[config.mk]
export PLATFORM = sky130hd
export DESIGN_NAME = spi_slave
export DESIGN_NICKNAME = d
export VERILOG_FILES = /design/src/rtl/spi_slave.sv
export SDC_FILE = /design/constraint.sdc
export NUM_CORES = 1
export LEC_CHECK = 0
export ABC_AREA = 1
export ABC_CLOCK_PERIOD_IN_PS = 1600
export CAP_MARGIN = 5
export CORE_MARGIN = 10
export CORE_UTILIZATION = 47
export DETAILED_ROUTE_END_ITERATION = 8
export PLACE_DENSITY_LB_ADDON = 0.05
export SLEW_MARGIN = 20
export SYNTH_ARGS = -nofsm -noshare
export SYNTH_HDL_FRONTEND = slang
export SYNTH_SLANG_ARGS = --single-unit
export TNS_END_PERCENT = 10
[constraint.sdc]
create_clock -name clk -period 1.6 [get_ports clk]
set_input_delay 0.24 -clock clk [delete_from_list [all_inputs] [get_ports clk]]
set_output_delay 0.24 -clock clk [all_outputs]
set_load 0.05 [all_outputs]
[src/rtl/spi_slave.sv]
// SPI mode 0/2 slave (CPHA=0) with 2-flop synchronized pins and back-to-back words per frame.
// Defining SPI_SLAVE_FRAME_ERR_EN adds the frame_err output for aborted partial words.
module spi_slave #(
   parameter int CPOL       = 0,
   parameter int DATA_WIDTH = 8,
   parameter int MSB_FIRST  = 1
) (
   input  logic                  clk,
   input  logic                  rst,
   input  logic                  clk_pin,
   input  logic                  ncs_pin,
   input  logic                  mosi_pin,
   output logic                  miso_pin,
   output logic                  oe_pin,
   input  logic [DATA_WIDTH-1:0] tx_data,
   output logic                  tx_load,
   output logic [DATA_WIDTH-1:0] rx_data,
   output logic                  rx_valid,
`ifdef SPI_SLAVE_FRAME_ERR_EN
   output logic                  frame_err,
`endif
   output logic                  spi_busy
);

   localparam int CNT_W = $clog2(DATA_WIDTH);
   localparam logic [0:0] IDLE  = 1'b0;
   localparam logic [0:0] SHIFT = 1'b1;
   localparam logic [CNT_W-1:0] LAST = CNT_W'(DATA_WIDTH - 1);

   logic             sck_p0, sck_p1, sck_p2;
   logic             ncs_p0, ncs_p1, ncs_p2;
   logic             mosi_p0, mosi_p1;
   logic             prime_p0, prime_p1, armed;
   logic [0:0]       state;
   logic [CNT_W-1:0] cnt;
   logic [DATA_WIDTH-1:0] rx_sr, tx_sr;
   logic             sck_rise, sck_fall, lead, trail, ncs_fall, ncs_rise, last_bit;

   // Wire-order bit idx of a natural-order word.
   function automatic logic wire_bit(input logic [DATA_WIDTH-1:0] w, input logic [CNT_W-1:0] idx);
      logic [CNT_W-1:0] i;
      i = (MSB_FIRST != 0) ? (LAST - idx) : idx;
      return w[i];
   endfunction

   function automatic logic [DATA_WIDTH-1:0] shift_in(input logic [DATA_WIDTH-1:0] sr, input logic b);
      if (MSB_FIRST != 0) return {sr[DATA_WIDTH-2:0], b};
      else                return {b, sr[DATA_WIDTH-1:1]};
   endfunction

   // Stage p0/p1: synchronizers; p2: previous value for edge detection.
   always_ff @(posedge clk or posedge rst) begin
      if (rst) begin
         sck_p0   <= 1'b0;
         sck_p1   <= 1'b0;
         sck_p2   <= 1'b0;
         ncs_p0   <= 1'b1;
         ncs_p1   <= 1'b1;
         ncs_p2   <= 1'b1;
         mosi_p0  <= 1'b0;
         mosi_p1  <= 1'b0;
         prime_p0 <= 1'b0;
         prime_p1 <= 1'b0;
         armed    <= 1'b0;
      end else begin
         sck_p0   <= clk_pin;
         sck_p1   <= sck_p0;
         sck_p2   <= sck_p1;
         ncs_p0   <= ncs_pin;
         ncs_p1   <= ncs_p0;
         ncs_p2   <= ncs_p1;
         mosi_p0  <= mosi_pin;
         mosi_p1  <= mosi_p0;
         prime_p0 <= 1'b1;
         prime_p1 <= prime_p0;
         // A frame may only start once ncs has really been seen high after reset.
         if (prime_p1 && ncs_p1) armed <= 1'b1;
      end
   end

   assign sck_rise = sck_p1 & ~sck_p2;
   assign sck_fall = ~sck_p1 & sck_p2;
   assign lead     = (CPOL != 0) ? sck_fall : sck_rise;
   assign trail    = (CPOL != 0) ? sck_rise : sck_fall;
   assign ncs_fall = ~ncs_p1 & ncs_p2 & armed;
   assign ncs_rise = ncs_p1 & ~ncs_p2;
   assign last_bit = lead && (cnt == LAST);
   assign spi_busy = (state == SHIFT);

   // Stage p3: frame FSM, shift registers and output pulses.
   always_ff @(posedge clk or posedge rst) begin
      if (rst) begin
         state    <= IDLE;
         cnt      <= '0;
         rx_sr    <= '0;
         tx_sr    <= '0;
         rx_data  <= '0;
         rx_valid <= 1'b0;
         tx_load  <= 1'b0;
         miso_pin <= 1'b0;
         oe_pin   <= 1'b0;
`ifdef SPI_SLAVE_FRAME_ERR_EN
         frame_err <= 1'b0;
`endif
      end else begin
         rx_valid <= 1'b0;
         tx_load  <= 1'b0;
`ifdef SPI_SLAVE_FRAME_ERR_EN
         frame_err <= 1'b0;
`endif
         case (state)
            IDLE: begin
               if (ncs_fall) begin
                  state    <= SHIFT;
                  tx_sr    <= tx_data;
                  tx_load  <= 1'b1;
                  cnt      <= '0;
                  oe_pin   <= 1'b1;
                  miso_pin <= wire_bit(tx_data, '0);
               end
            end
            default: begin
               if (lead) begin
                  rx_sr <= shift_in(rx_sr, mosi_p1);
                  if (cnt == LAST) begin
                     rx_data  <= shift_in(rx_sr, mosi_p1);
                     rx_valid <= 1'b1;
                     cnt      <= '0;
                     // No reload when the frame ends on the final bit: nothing would be sent.
                     if (!ncs_rise) begin
                        tx_sr   <= tx_data;
                        tx_load <= 1'b1;
                     end
                  end else begin
                     cnt <= cnt + 1'b1;
                  end
               end else if (trail) begin
                  miso_pin <= wire_bit(tx_sr, cnt);
               end
               if (ncs_rise) begin
                  state    <= IDLE;
                  cnt      <= '0;
                  oe_pin   <= 1'b0;
                  miso_pin <= 1'b0;
`ifdef SPI_SLAVE_FRAME_ERR_EN
                  frame_err <= (cnt != '0) && !last_bit;
`endif
               end
            end
         endcase
      end
   end

endmodule

==> run summary, run 1 <==
Status = complete, no violations
Post-route DRC violation count = 0
Crit path kind = reg2reg
Register bit total from synthesis = 42
Die span in y = 80.6 um
Util after Layout = 64.2%
Die span in x = 80.6 um
Max Clock Freq = 633 MHz
First-pass GRT wire length = 5710 um
Gate Count Post-Synth = 172
H-tree levels = 2
Setup crit start kind = flop
Final setup fails = 0
Initial Utilization = 50.2%
Hold_buf cts = 0
Max Clock Skew = 3.96 ps
Synthesized area per cell = 10.0 um2
Crit path DAT = 1790 ps
Worst setup EP type = flop
DR vias = 1207
RSZ-0062 raised after global routing = yes
Clock transition at path regs = 70 ps
Max Cap Viol = 0
Total congestion overflow = 0
Drt pass-1 iters = 4
CTS tree = built
TritonCTS Sinks = 42
Die Area = 6500 um2
Sequential element share of the synthesized area = 61.0%
Routed len/inst = 12.1 um
Final wirelength = 3140 um
Number of distinct library cells after synthesis = 24
Clk buf depth = 2
Crit path time final = 1580 ps
CTS buffer count = 5
CP max FO = 2
Final Cycle Share = 98.8%
Peak VDD IR = 0.656 mV
Worst Setup Slack, final = 19.7 ps
PwrDens = 1300 nW/um2
Port Buffers = 25
Gr usage total = 11.3%
Layout Cells excl Fill = 260
Critical Path RT = 1810 ps
CP max stage cell = dfrtp_1
Leak = 1.06 nW
Hold Vio Cnt, Final = 0
Area Overhead vs Synth = 27.9%
Vias in the first global route = 1275
Setup TNS = 0 ps
Final Wtd Congestion = 0.786
YS warnings = 0
Core area = 3440 um2
Ratio of cells with drive above 1 in the final layout = 28.0%
Synthesized Nets = 188
Hold Path Class = in2async
DRT antenna net count = 0
Largest net degree at the start of global routing = 24
Placed Cells = 250
Max stage delay on crit path = 420 ps
Min Hold Slack = 302 ps
Detail-routed via count per cell = 4.64
Starting DRT DRC Count = 72
Crit path cell chain = ha_4, ha_4, or2_1, or2_1, nand3b_1, o21ai_1
Final Max Slew Viols = 0
Fillers = 303
HPWL Detailed = 2380 um
Worst path top cell family by delay = simple AND/OR/NAND/NOR gates
Final Net Count = 229
Post-Syn Area = 1730 um2
N_diodes = 0
Later-pin clock latency in the skew report = 290 ps
CP Buf/Inv Count = 0
Ports = 26
Root buffer cell = clkbuf_8
Number of cell rows = 21
Pre-CTS WS = -30.9 ps
Antenna violations before repair = 0
sequential cells by signal (all words and copies together) (netlist names), 3 cells and up:
signal / cells
rx_data: 8
rx_sr: 7
tx_sr: 8
cnt: 3
stage by stage:
stage | power, mW | cell area, um2
floorplan | 1.94 | 1730
global placement | 2.17 | 2080
finish | 2.88 | 2210
CTS | 2.91 | 2180
global route | 3.11 | 2210
detailed placement | 2.20 | 2080
path summary, 6_finish.rpt:
check,startpoint,endpoint,slack (ps),cells past startpoint
worst min register to register,prime_p0$_DFF_PP0_,prime_p1$_DFF_PP0_,360,0
worst max-delay path,cnt[0]$_DFFE_PP0P_,cnt[1]$_DFFE_PP0P_,20,6
worst max register to register,cnt[0]$_DFFE_PP0P_,cnt[1]$_DFFE_PP0P_,20,6
min in group clk,prime_p0$_DFF_PP0_,prime_p1$_DFF_PP0_,360,0
max in group asynchronous,rst,ncs_p2$_DFF_PP1_,980,3
worst min-delay path,rst,mosi_p1$_DFF_PP0_,300,3
synth_stat cells (all sizes together):
library cell	number	share of area, %
buf	2	1.3
o21ai	20	7.1
nand3b	1	0.43
nand2	34	7.4
nor3	1	0.58
a21oi	10	4.4
inv	25	5.4
a21o	1	0.43
nand3	12	4.1
dfrtp	39	56
clkbuf	1	0.22
ha	3	2.2
or2	2	0.72
nand4	1	0.72
conb	1	0.22
dfstp	3	4.6
nor2	16	3.8
per-layer routing:
layer / part of all wire (%) / vias to the layer above / track usage, %
met5: 0 / - / 0
li1: - / 620 / -
met1: 44 / 562 / 12.6
met4: 2.6 / 0 / 6.87
met3: 6.6 / 6 / 4.34
met2: 47 / 19 / 17.8
logic make-up after synthesis:
group,share of synthesized area [%]
fa+ha+maj,2.17
flops,61.0
buf+inv,6.95
other cells,0.217
compound gates,11.9
simple gates,17.7
final cells by class:
type,instances,area (um2),share of cell area (%)
Sequential cell,42,1060,47.8
Multi-Input combinational cell,102,578,26.2
Timing Repair Buffer,37,333,15.1
Inverter,25,93.8,4.25
Clock buffer,7,86.3,3.91
Tap cell,46,57.6,2.60
Clock inverter,1,5.00,0.227
what timing repair did:
action,4_1_cts,5_1_grt
setup endpoints to repair,1,2
setup buffers,1,1
endpoints found under the hold margin,0,0
gates resized for setup,2,3
pin swaps,2,3
cells in the final DEF, fill, tap and decap left out, drive strengths merged, types with 2 or more instances in the layout:
master / Yosys / layout
dfrtp: 39 / 39
nand2: 34 / 34
buf: 2 / 25
inv: 25 / 25
o21ai: 20 / 20
nor2: 16 / 16
clkdlybuf4s50: 0 / 12
nand3: 12 / 12
a21oi: 10 / 10
clkbuf: 1 / 7
dfstp: 3 / 3
ha: 3 / 3
or2: 2 / 2
worst reg2reg max path: stages (launching register included):
cell and delay, ps:
dfrtp_1 420, ha_4 190, ha_4 150, or2_1 240, or2_1 250, nand3b_1 170
o21ai_1 100
power breakdown:
group | internal [mW] | switching [mW]
combinational | 0.324 | 0.475
clock | 0.348 | 0.334
sequential | 1.28 | 0.113
Note: power is estimated with default switching activity, not from simulation.
==> run 2, diff against run 1 <==
--- a/config.mk
+++ b/config.mk
@@ -7,12 +7,10 @@
 export LEC_CHECK = 0
 export ABC_AREA = 1
 export ABC_CLOCK_PERIOD_IN_PS = 1600
-export CAP_MARGIN = 5
 export CORE_MARGIN = 10
 export CORE_UTILIZATION = 47
 export DETAILED_ROUTE_END_ITERATION = 8
 export PLACE_DENSITY_LB_ADDON = 0.05
-export SLEW_MARGIN = 20
 export SYNTH_ARGS = -nofsm -noshare
 export SYNTH_HDL_FRONTEND = slang
 export SYNTH_SLANG_ARGS = --single-unit
==> results of run 2 <==
Same layout as run 1: the final DEF is identical, and so are final timing and power.
